===== src/rtl/conv_pkg.sv =====
// Shared types and constants for the two-layer convolution sequencer.
// The state encoding is plain logic constants so the state register can be probed as a raw 3-bit value.
package conv_pkg;

   localparam int CONV_DIM_W = 8;
   localparam int TIMER_W    = 16;

   localparam logic [CONV_DIM_W-1:0] DEF_X_DIM = 8'd16;
   localparam logic [CONV_DIM_W-1:0] DEF_Y_DIM = 8'd4;
   localparam logic [CONV_DIM_W-1:0] DEF_Z_DIM = 8'd13;

   typedef logic [2:0] conv_state_t;

   localparam conv_state_t S_IDLE   = 3'd0;
   localparam conv_state_t S_MEM_L1 = 3'd1;
   localparam conv_state_t S_PE_L1  = 3'd2;
   localparam conv_state_t S_WR_L2  = 3'd3;
   localparam conv_state_t S_MEM_L2 = 3'd4;
   localparam conv_state_t S_PE_L2  = 3'd5;
   localparam conv_state_t S_DONE   = 3'd6;
   localparam conv_state_t S_ERR    = 3'd7;

   // States in which a start request is accepted.
   function automatic logic can_start(conv_state_t s);
      return (s == S_IDLE) || (s == S_DONE) || (s == S_ERR);
   endfunction

endpackage


===== src/rtl/conv_ctrl_if.sv =====
// Handshake and dimension bus between the sequencer (master) and the convolution datapath (slave).
interface conv_ctrl_if;
   import conv_pkg::*;

   logic                  start_mem_l1;
   logic                  start_pe_l1;
   logic                  wrmem_en_l2;
   logic                  start_mem_l2;
   logic                  start_pe_l2;
   logic                  done_mem_l1;
   logic                  done_pe_l1;
   logic                  done_mem_l2;
   logic                  done_pe_l2;
   logic [CONV_DIM_W-1:0] x;
   logic [CONV_DIM_W-1:0] y;
   logic [CONV_DIM_W-1:0] z;

   modport master (
      output start_mem_l1, start_pe_l1, wrmem_en_l2, start_mem_l2, start_pe_l2, x, y, z,
      input  done_mem_l1, done_pe_l1, done_mem_l2, done_pe_l2
   );

   modport slave (
      input  start_mem_l1, start_pe_l1, wrmem_en_l2, start_mem_l2, start_pe_l2, x, y, z,
      output done_mem_l1, done_pe_l1, done_mem_l2, done_pe_l2
   );

endinterface


===== src/rtl/conv_wait_timer.sv =====
// Per-state wait counter: cleared on every state entry, saturates at all-ones, and flags when it sits on term.
module conv_wait_timer
   import conv_pkg::*;
#(
   parameter int W = TIMER_W
) (
   input  logic         clk,
   input  logic         rst,
   input  logic         clr,
   input  logic [W-1:0] term,
   output logic         hit
);

   logic [W-1:0] cnt;

   // NOTE: sequential state is written with <= so every flop samples pre-edge values.
   always_ff @(posedge clk) begin
      if (rst || clr) begin
         cnt <= '0;
      end else if (cnt != '1) begin
         cnt <= cnt + 1'b1;
      end
   end

   assign hit = (cnt == term);

endmodule


===== src/rtl/conv_ctrl.sv =====
// Run sequencer for the two-layer convolution datapath: L1 load, L1 compute, L1->L2 write-back,
// L2 load, L2 compute, with per-state timeout, latched dimension config and a run cycle counter.
module conv_ctrl
   import conv_pkg::*;
#(
   parameter logic [CONV_DIM_W-1:0] DEF_X     = DEF_X_DIM,
   parameter logic [CONV_DIM_W-1:0] DEF_Y     = DEF_Y_DIM,
   parameter logic [CONV_DIM_W-1:0] DEF_Z     = DEF_Z_DIM,
   parameter int                    WR_CYCLES = 1,
   parameter int                    TIMEOUT   = 65535
) (
   input  logic                  clk,
   input  logic                  rst,
   input  logic                  start,
   input  logic [CONV_DIM_W-1:0] cfg_x,
   input  logic [CONV_DIM_W-1:0] cfg_y,
   input  logic [CONV_DIM_W-1:0] cfg_z,
   conv_ctrl_if.master           dp,
   output logic                  busy,
   output logic                  done,
   output logic                  error,
   output logic [31:0]           cycles
);

   localparam logic [TIMER_W-1:0] TO_TERM = TIMER_W'(TIMEOUT - 1);
   localparam logic [TIMER_W-1:0] WR_TERM = TIMER_W'(WR_CYCLES - 1);

   conv_state_t        state;
   conv_state_t        next_state;
   logic               accept;
   logic               finishing;
   logic               hit;
   logic [TIMER_W-1:0] term;

   assign accept    = start && can_start(state);
   assign finishing = (next_state == S_DONE || next_state == S_ERR) && !can_start(state);
   assign term      = (state == S_WR_L2) ? WR_TERM : TO_TERM;

   conv_wait_timer #(.W(TIMER_W)) u_timer (
      .clk  (clk),
      .rst  (rst),
      .clr  (next_state != state),
      .term (term),
      .hit  (hit)
   );

   // A done seen while its start pulse is still high is left over from the previous run.
   // Done is tested before the timeout so a done on the timeout cycle still advances.
   // NOTE: next_state gets a default first so no path through the case infers a latch.
   always_comb begin
      next_state = state;
      case (state)
         S_MEM_L1: if (dp.done_mem_l1 && !dp.start_mem_l1) next_state = S_PE_L1;
                   else if (hit)                           next_state = S_ERR;
         S_PE_L1:  if (dp.done_pe_l1 && !dp.start_pe_l1)   next_state = S_WR_L2;
                   else if (hit)                           next_state = S_ERR;
         S_WR_L2:  if (hit)                                next_state = S_MEM_L2;
         S_MEM_L2: if (dp.done_mem_l2 && !dp.start_mem_l2) next_state = S_PE_L2;
                   else if (hit)                           next_state = S_ERR;
         S_PE_L2:  if (dp.done_pe_l2 && !dp.start_pe_l2)   next_state = S_DONE;
                   else if (hit)                           next_state = S_ERR;
         default:  if (accept)                             next_state = S_MEM_L1;
      endcase
   end

   // The dimension registers take their defaults on reset because the datapath reads them while idle.
   always_ff @(posedge clk) begin
      if (rst) begin
         state           <= S_IDLE;
         dp.start_mem_l1 <= 1'b0;
         dp.start_pe_l1  <= 1'b0;
         dp.wrmem_en_l2  <= 1'b0;
         dp.start_mem_l2 <= 1'b0;
         dp.start_pe_l2  <= 1'b0;
         dp.x            <= DEF_X;
         dp.y            <= DEF_Y;
         dp.z            <= DEF_Z;
         busy            <= 1'b0;
         done            <= 1'b0;
         error           <= 1'b0;
         cycles          <= '0;
      end else begin
         state           <= next_state;
         dp.start_mem_l1 <= (next_state == S_MEM_L1) && (state != S_MEM_L1);
         dp.start_pe_l1  <= (next_state == S_PE_L1)  && (state != S_PE_L1);
         dp.wrmem_en_l2  <= (next_state == S_WR_L2);
         dp.start_mem_l2 <= (next_state == S_MEM_L2) && (state != S_MEM_L2);
         dp.start_pe_l2  <= (next_state == S_PE_L2)  && (state != S_PE_L2);
         if (accept) begin
            dp.x   <= cfg_x;
            dp.y   <= cfg_y;
            dp.z   <= cfg_z;
            busy   <= 1'b1;
            done   <= 1'b0;
            error  <= 1'b0;
            cycles <= '0;
         end else begin
            // The edge that closes the run is not counted.
            if (busy && !finishing && cycles != '1) cycles <= cycles + 1'b1;
            if (finishing) busy <= 1'b0;
            if (finishing && next_state == S_DONE) done  <= 1'b1;
            if (finishing && next_state == S_ERR)  error <= 1'b1;
         end
      end
   end

endmodule


===== src/flat_wrapper.sv =====
// flat-port wrapper written by rule: the top's interface ports become plain ports
module conv_ctrl_flat import conv_pkg::*;
#(
   parameter logic [CONV_DIM_W-1:0] DEF_X     = DEF_X_DIM,
   parameter logic [CONV_DIM_W-1:0] DEF_Y     = DEF_Y_DIM,
   parameter logic [CONV_DIM_W-1:0] DEF_Z     = DEF_Z_DIM,
   parameter int                    WR_CYCLES = 1,
   parameter int                    TIMEOUT   = 65535
)
  (clk, rst, start, cfg_x, cfg_y, cfg_z, busy, done, error, cycles, dp_start_mem_l1, dp_start_pe_l1, dp_wrmem_en_l2, dp_start_mem_l2, dp_start_pe_l2, dp_x, dp_y, dp_z, dp_done_mem_l1, dp_done_pe_l1, dp_done_mem_l2, dp_done_pe_l2);
  conv_ctrl_if dp_i ();
  input  logic clk;
  input  logic rst;
  input  logic start;
  input  logic [CONV_DIM_W-1:0] cfg_x;
  input  logic [CONV_DIM_W-1:0] cfg_y;
  input  logic [CONV_DIM_W-1:0] cfg_z;
  output logic busy;
  output logic done;
  output logic error;
  output logic [31:0] cycles;
  output wire logic [$bits(dp_i.start_mem_l1)-1:0] dp_start_mem_l1;
  output wire logic [$bits(dp_i.start_pe_l1)-1:0] dp_start_pe_l1;
  output wire logic [$bits(dp_i.wrmem_en_l2)-1:0] dp_wrmem_en_l2;
  output wire logic [$bits(dp_i.start_mem_l2)-1:0] dp_start_mem_l2;
  output wire logic [$bits(dp_i.start_pe_l2)-1:0] dp_start_pe_l2;
  output wire logic [$bits(dp_i.x)-1:0] dp_x;
  output wire logic [$bits(dp_i.y)-1:0] dp_y;
  output wire logic [$bits(dp_i.z)-1:0] dp_z;
  input wire logic [$bits(dp_i.done_mem_l1)-1:0] dp_done_mem_l1;
  input wire logic [$bits(dp_i.done_pe_l1)-1:0] dp_done_pe_l1;
  input wire logic [$bits(dp_i.done_mem_l2)-1:0] dp_done_mem_l2;
  input wire logic [$bits(dp_i.done_pe_l2)-1:0] dp_done_pe_l2;
  assign dp_start_mem_l1 = dp_i.start_mem_l1;
  assign dp_start_pe_l1 = dp_i.start_pe_l1;
  assign dp_wrmem_en_l2 = dp_i.wrmem_en_l2;
  assign dp_start_mem_l2 = dp_i.start_mem_l2;
  assign dp_start_pe_l2 = dp_i.start_pe_l2;
  assign dp_x = dp_i.x;
  assign dp_y = dp_i.y;
  assign dp_z = dp_i.z;
  assign dp_i.done_mem_l1 = dp_done_mem_l1;
  assign dp_i.done_pe_l1 = dp_done_pe_l1;
  assign dp_i.done_mem_l2 = dp_done_mem_l2;
  assign dp_i.done_pe_l2 = dp_done_pe_l2;
  conv_ctrl #(.DEF_X(DEF_X), .DEF_Y(DEF_Y), .DEF_Z(DEF_Z), .WR_CYCLES(WR_CYCLES), .TIMEOUT(TIMEOUT)) u_core (.clk(clk), .rst(rst), .start(start), .cfg_x(cfg_x), .cfg_y(cfg_y), .cfg_z(cfg_z), .dp(dp_i), .busy(busy), .done(done), .error(error), .cycles(cycles));
endmodule

===== config.mk =====
export PLATFORM = sky130hd
export DESIGN_NAME = conv_ctrl_flat
export DESIGN_NICKNAME = d
export VERILOG_FILES = /design/src/rtl/conv_pkg.sv /design/src/rtl/conv_ctrl_if.sv /design/src/rtl/conv_wait_timer.sv /design/src/rtl/conv_ctrl.sv /design/src/flat_wrapper.sv
export SDC_FILE = /design/constraint.sdc
export NUM_CORES = 1
export LEC_CHECK = 0
export ABC_AREA = 1
export CAP_MARGIN = 40
export CORE_MARGIN = 1.5
export CORE_UTILIZATION = 41
export DETAILED_ROUTE_END_ITERATION = 12
export HOLD_SLACK_MARGIN = 0.12
export PLACE_DENSITY = 0.71
export SYNTH_ARGS = -nofsm -noshare
export SYNTH_HDL_FRONTEND = slang
export SYNTH_HIERARCHICAL = 1
export SYNTH_SLANG_ARGS = --single-unit

===== constraint.sdc =====
create_clock -name clk -period 5.6 [get_ports clk]
set_clock_uncertainty 0.15 [all_clocks]
set_input_delay 1.12 -clock clk [delete_from_list [all_inputs] [get_ports clk]]
set_output_delay 1.12 -clock clk [all_outputs]
set_load 0.05 [all_outputs]

Yosys cells after proc, flatten, opt, wreduce, memory -nomap -nowiden
Index checks and enable logic that the tools add are counted.
{ "totals": {"inputBits": 31, "elab_cells": 76, "register_bits": 83, "output_inout_bits": 64} }
{ "op_classes": {"mux": 11, "eq_ne": 22, "addsub": 2, "reduce_logical": 27} }
{ "ops": {"columns": ["op", "n"], "rows": [
  ["32-bit by 1-bit adder with 32-bit output, second input constant", 1],
  ["32-bit != test, second input constant", 1],
  ["3-bit equality test, second input constant", 8],
  ["3-bit two-way mux", 7],
  ["16-bit by 1-bit adder with 16-bit output, second input constant", 1],
  ["16-bit equality test", 1],
  ["16-bit two-way mux", 1],
  ["16-bit != test, second input constant", 1],
  ["3-bit one-hot mux with 5 select lines", 1],
  ["1-bit logical AND", 14],
  ["3-bit by 2-bit equality test with 1-bit output, second input constant", 4],
  ["3-bit by 1-bit equality test with 1-bit output, second input constant", 2],
  ["1-bit zero test", 6],
  ["3-bit != test, second input constant", 2],
  ["1-bit logical OR", 4],
  ["3-bit zero test", 1],
  ["3-bit by 1-bit != test with 1-bit output, second input constant", 1],
  ["3-bit by 2-bit != test with 1-bit output, second input constant", 1],
  ["3-bit != test", 1],
  ["1-bit two-way mux", 2],
  ["2-bit nonzero test", 1],
  ["2-bit OR reduction", 1]
]} }

Longest topological paths before layout
{ "logic_depth": {"ltp_word": 12, "depth_mapped": 20, "mapped_depth_nobuf": 20} }

Modules after synthesis
The synthesis kept the hierarchy.
{ "by_module_without_submodules": {"columns": ["mod", "seq_area_each_um2", "cells_per_inst", "n_inst", "area_each_um2"], "rows": [
  ["conv_ctrl", 1341.3, 559, 1, 3671.0],
  ["conv_wait_timer", 320.3, 173, 1, 1113.6]
]} }

Least setup slack after synthesis
No wires, ideal clock.
{ "synth_timing": {"path_kind": "reg2reg", "from": "reg u_core.state[1]", "to": "reg u_core.u_timer.cnt[2]", "t_required_ps": 5375, "path_stages_with_launch": 18, "synth_period_minus_slack_ps": 3263, "arrival_ps": 3037, "n_path_buf": 1, "setup_ps": 75, "path_slack_ps": 2337, "path_cell_list": "dfxtp_1 > buf_2 > nand3_1 > xnor2_1 > nand2_1 > nor3_1 > nand2_1 > nor2_1 > nand2_1 > nand3_1 > nand2_1 > nor2_1 > nand3_1 > nor2_1 > o211ai_1 > nor2_4 > clkinv_1 > a31oi_1"} }
{ "synth_between": {"elab_chain_len": 8, "elab_cells_between_ends": 23, "cone_classes": "9 x eq/ne; 9 x mux; 5 x reduce/logical"} }
{ "synth_lines": {"columns": ["item", "line_no", "rtl"], "rows": [
  ["from (decl)", "conv_ctrl.sv:28", "conv_state_t state;"],
  ["from (signal assigned)", "conv_ctrl.sv:83", "state <= next_state;"],
  ["3-bit by 2-bit equality test with 1-bit output (*)", "conv_ctrl.sv:37", "assign term = (state == S_WR_L2) ? WR_TERM : TO_TERM;"],
  ["16-bit two-way mux (*)", "conv_ctrl.sv:37", null],
  ["via u_core.term[10]", "conv_ctrl.sv:33", "logic [TIMER_W-1:0] term;"],
  ["16-bit equality test (*)", "conv_wait_timer.sv:25", "assign hit = (cnt == term);"],
  ["via u_core.hit", "conv_ctrl.sv:32", "logic hit;"],
  ["3-bit two-way mux", null, null],
  ["3-bit two-way mux (on tied branches)", null, null],
  ["3-bit one-hot mux with 5 select lines (*)", "conv_ctrl.sv:52", "case (state)"],
  ["3-bit != test (*)", "conv_ctrl.sv:42", ".clr (next_state != state),"],
  ["1-bit logical OR (*)", "conv_wait_timer.sv:18", "if (rst || clr) begin"],
  ["to (signal assigned)", "conv_wait_timer.sv:21", "cnt <= cnt + 1'b1;"],
  ["to (decl)", "conv_wait_timer.sv:14", "logic [W-1:0] cnt;"]
]} }
Mark *: on every way through the listed nets, which the timed path passes. The rest lies on a longest branch.
A chain may end at the register's enable or synchronous reset.

Worst setup path after layout
{ "layout_timing": {"from": "reg u_core.state[1]", "to": "reg u_core.cycles[14]"} }
{ "layout_between": {"elab_chain_len": 12, "elab_cells_between_ends": 30, "cone_classes": "10 x eq/ne; 9 x mux; 11 x reduce/logical"} }
{ "layout_lines": {"columns": ["item", "line_no", "rtl"], "rows": [
  ["3-bit by 2-bit equality test with 1-bit output (*)", "conv_ctrl.sv:37", null],
  ["16-bit two-way mux (*)", "conv_ctrl.sv:37", null],
  ["via u_core.term[10]", "conv_ctrl.sv:33", null],
  ["16-bit equality test (*)", "conv_wait_timer.sv:25", null],
  ["via u_core.hit", "conv_ctrl.sv:32", null],
  ["3-bit two-way mux", null, null],
  ["3-bit two-way mux (on tied branches)", null, null],
  ["3-bit one-hot mux with 5 select lines (*)", "conv_ctrl.sv:52", null],
  ["3-bit equality test", "conv_ctrl.sv:36", "assign finishing = (next_state == S_DONE || next_state == S_ERR) && !can_start(state);"],
  ["1-bit logical OR (*)", "conv_ctrl.sv:36", null],
  ["1-bit logical AND (*)", "conv_ctrl.sv:36", null],
  ["1-bit zero test (*)", "conv_ctrl.sv:99", "if (busy && !finishing && cycles != '1) cycles <= cycles + 1'b1;"],
  ["1-bit logical AND (*) (2 in a row)", "conv_ctrl.sv:99", null],
  ["to (signal assigned)", "conv_ctrl.sv:99", null],
  ["to (decl)", "conv_ctrl.sv:22", "output logic [31:0] cycles"]
]} }
Marked as above.

==> results.md <==
* Area of the die at 12330 µm²
* Largest net degree at the start of global routing at 36
* Proportion of netlist area held by the largest area contributor at 34.73%
* CP Capture Type: flip-flop
* Seq/Total Area, Yosys at 34.73%
* Wire length of the first global-routing pass at 21360 µm
* Routability congestion estimate at 0.8601
* Most common cell in the synthesized netlist: sky130_fd_sc_hd__nand2_1
* Routed len/inst at 13.03 µm
* Yosys warns at 6
* Minimum setup slack after placement at 1.322 ns
* Top cells by count, synth: sky130_fd_sc_hd__nand2_1, sky130_fd_sc_hd__nor2_1, sky130_fd_sc_hd__dfxtp_1, sky130_fd_sc_hd__inv_1, sky130_fd_sc_hd__nand3_1
* Detailed-route vias per instance at 5.046
* Maximum clock insertion buffer count at 2
* Initial cell density of the core at 41.90%
* Number of search-and-repair iterations in the first detailed-routing pass at 4
* Antenna Cells at 0
* Number of vias after detailed routing at 4874
* Combined global-route utilization of all metal layers at 20.97%
* Sequential cell fraction of total power at 39.3%
* Period minus WS final at 3.666 ns
* Layout overhead on the synthesized area at 28.35%
* Number of endpoints failing setup at the final stage at 0
* Setup total negative slack at 0 ns
* Worst Path Class, Setup: flip-flop to flip-flop
* Initial antenna violation count at 0
* Share of the clock period used by the worst path after layout at 65.47%
* Max-slew headroom at the worst pin at 45.09%
* Worst path max stage delay at 0.49 ns
* Power density over the cells at 269.8 nW/µm²
* Most instantiated flip-flop cell in the synthesis netlist: sky130_fd_sc_hd__dfxtp_1
* Number of nets in the finished design at 851
* Post-route cell area at 6141 µm²
* Achievable Freq at 272.7 MHz
* Hold Fails Final Rpt at 0
* Asr flop ratio synth at 0%
* Smallest hold slack at 0.3081 ns
* Result of the run: completed
* Number of buffers created by CTS at 9
* Cells taking the most area after synthesis: sky130_fd_sc_hd__dfxtp_1, sky130_fd_sc_hd__nand2_1, sky130_fd_sc_hd__nor2_1, sky130_fd_sc_hd__nand4_1, sky130_fd_sc_hd__inv_1
* Clock-pin slew of the registers on the worst-case setup and hold paths at 0.06 ns
* Synth cell types at 33
* Number of global-route vias before repair at 4455
* Combinational Power Share at 21.2%
* Final slew viol count at 0
* Leading area contributor after synthesis: sky130_fd_sc_hd__dfxtp_1
* Total gr overflow at 0
* Number of top-level design ports at 95
* Synth Area per Inst at 6.536 µm²
* DRC violation count after routing at 0
* Clock tree from TritonCTS: done
* Total clock sinks at 83
* Area of the mapped netlist at 4785 µm²
* Minimum setup slack in the final design at 1.934 ns
* Count of nets left with antenna violations after detail routing at 0
* CTS H-tree lvls at 3
* Leak pwr at 0.002295 µW
* Number of enable-type register cells in the synthesized netlist at 0
* Crit path max fanout at 34
* CTS root buffer: sky130_fd_sc_hd__clkbuf_16
* Dpl cell area at 5798 µm²
* Chip Height at 111.0 µm
* Post-CTS setup buffers at 0
* CTS resizes at 0
* DP HPWL at 8847 µm
* Slowest-stage cell, CP: sky130_fd_sc_hd__dfxtp_1
* Final Routed Wirelength at 12590 µm
* Synthesis-stage register bit count at 83
* Switching part of the total power at 31.02%
* Max-cap violation count at 0
* Switching power at 513.9 µW
* Tightest Pin Transition at 0.8207 ns
* Largest vdd supply drop at 253.9 µV
* Final instance count without filler cells at 966
* Clock Power Share at 39.5%
* Initial DRC Count at 332
* Critical path's top delay family: simple AND/OR/NAND/NOR gates
* Bufs and invs on worst path at 3
* Number of nets in the synthesized netlist at 765
* Horizontal die dimension at 111.0 µm
* Cells along the critical path: nand3_1 -> buf_8 -> xor2_1 -> nor3_1 -> nand2_1 -> nor2_1 -> nand2_1 -> nand3_1 -> nand2_1 -> nor2_1 -> nand3_1 -> nand2_2 -> buf_4 -> nand3_2 -> buf_4 -> nand2_1 -> a21oi_1
* Required time of the worst setup path at 5.63 ns
* Worst-Skew Late Latency at 0.35 ns
* Share of post-route cells with drive strength above 1 at 8.384%
* Cell Int Power at 1143 µW
* Count of buffers inserted at the top-level ports at 94
* Count of hold buffers inserted by post-cts repair at 0
* Classification of the worst-slack hold path: flip-flop to flip-flop
* Total number of placement rows at 39
* Most frequent CP cell: sky130_fd_sc_hd__nand2_1
* Placeable Area at 11420 µm²
* Cell count after synthesis at 732
* Setup repair after global routing missed its margin: false
* Placed cell count at 949
* Critical path launch point type: flip-flop
* Arrival time at the worst endpoint at 3.70 ns
==> layer usage <==
metal / track usage (%) / share of wire, % / vias up
met5: 0 / 0 / -
met4: 6.245 / 0.79 / 0
met3: 7.436 / 8.5 / 7
met2: 32.43 / 44 / 149
met1: 27.58 / 46 / 2191
li1: - / - / 2527
==> layout make-up <==
class	instances	area, µm²
Clock inverter	5	85.08
Clock buffer	11	242.7
Fill cell	1183	5278
Timing Repair Buffer	99	985.9
Multi-Input combinational cell	563	2754
Tap cell	143	178.9
Inverter	62	232.7
Sequential cell	83	1662
==> power by group through the flow <==
| stage | clock [µW] | sequential (µW) | combinational, µW |
|---|---|---|---|
| final | 654 | 652 | 351 |
| after global routing | 696 | 656 | 378 |
| after CTS | 670 | 651 | 352 |
| after detailed placement | 0 | 663 | 351 |
| after global placement | 0 | 663 | 350 |
| after floorplan | 0 | 763 | 142 |
==> flip-flops by register name, indices dropped and copies added (netlist names) <==
name	count
u_core/cycles	32
u_core/busy	1
u_core/dp.start_pe_l1	1
u_core/u_timer/cnt	16
u_core/dp.start_mem_l1	1
u_core/dp.z	8
u_core/dp.wrmem_en_l2	1
u_core/dp.y	8
u_core/done	1
u_core/dp.start_mem_l2	1
u_core/state	3
u_core/dp.start_pe_l2	1
u_core/error	1
u_core/dp.x	8
==> worst min-delay path, delay by kind of cell, from the launching register on <==
| kind | cells | cell delay (ns) |
|---|---|---|
| simple gates | 2 | 0.10 |
| flops | 1 | 0.33 |
==> path summary, 6_finish.rpt <==
| path | cells after the start | slack, ns | to | from |
|---|---|---|---|---|
| worst max-delay path | 17 | 1.93 | u_core/cycles[14] | u_core/state[1] |
| worst min-delay path | 2 | 0.31 | u_core/dp.x[4] | u_core/dp.x[4] |
| worst max register to register | 17 | 1.93 | u_core/cycles[14] | u_core/state[1] |
| worst min register to register | 2 | 0.31 | u_core/dp.x[4] | u_core/dp.x[4] |
==> cells in the final DEF (no fill, tap or decap), types with 4 or more instances in the layout <==
master,n
sky130_fd_sc_hd__a21oi_1,28
sky130_fd_sc_hd__a21oi_2,10
sky130_fd_sc_hd__a31oi_1,5
sky130_fd_sc_hd__buf_4,4
sky130_fd_sc_hd__clkbuf_16,9
sky130_fd_sc_hd__clkdlybuf4s50_1,94
sky130_fd_sc_hd__dfxtp_1,83
sky130_fd_sc_hd__inv_1,56
sky130_fd_sc_hd__inv_2,4
sky130_fd_sc_hd__nand2_1,204
sky130_fd_sc_hd__nand2_2,15
sky130_fd_sc_hd__nand3_1,39
sky130_fd_sc_hd__nand3_2,4
sky130_fd_sc_hd__nand3b_1,14
sky130_fd_sc_hd__nand4_1,36
sky130_fd_sc_hd__nor2_1,126
sky130_fd_sc_hd__nor2_4,6
sky130_fd_sc_hd__nor3_1,6
sky130_fd_sc_hd__o21ai_0,29
sky130_fd_sc_hd__or2_2,5
sky130_fd_sc_hd__xnor2_1,18
sky130_fd_sc_hd__xor2_1,7
==> through the flow <==
stage / utilization [%] / power (µW)
detailed placement: 50.78 / 1014
global placement: 50.78 / 1013
floorplan: - / 905.6
global route: 53.78 / 1731
CTS: 53.65 / 1673
finish: 53.78 / 1657
==> kinds of logic (layout without fill, tap and decap cells) <==
kind of cell,Yosys count,after routing,synth area share [%]
AO/OA/AOI/OAI,75,75,8.839
XOR/XNOR,25,25,4.576
adder cells (fa/ha/maj),2,2,0.5229
buffers and inverters,86,177,7.714
flip-flops,83,83,34.73
other,1,1,0.07838
AND/OR/NAND/NOR,460,460,43.54
No activity file was read; power rests on OpenSTA's default activity.
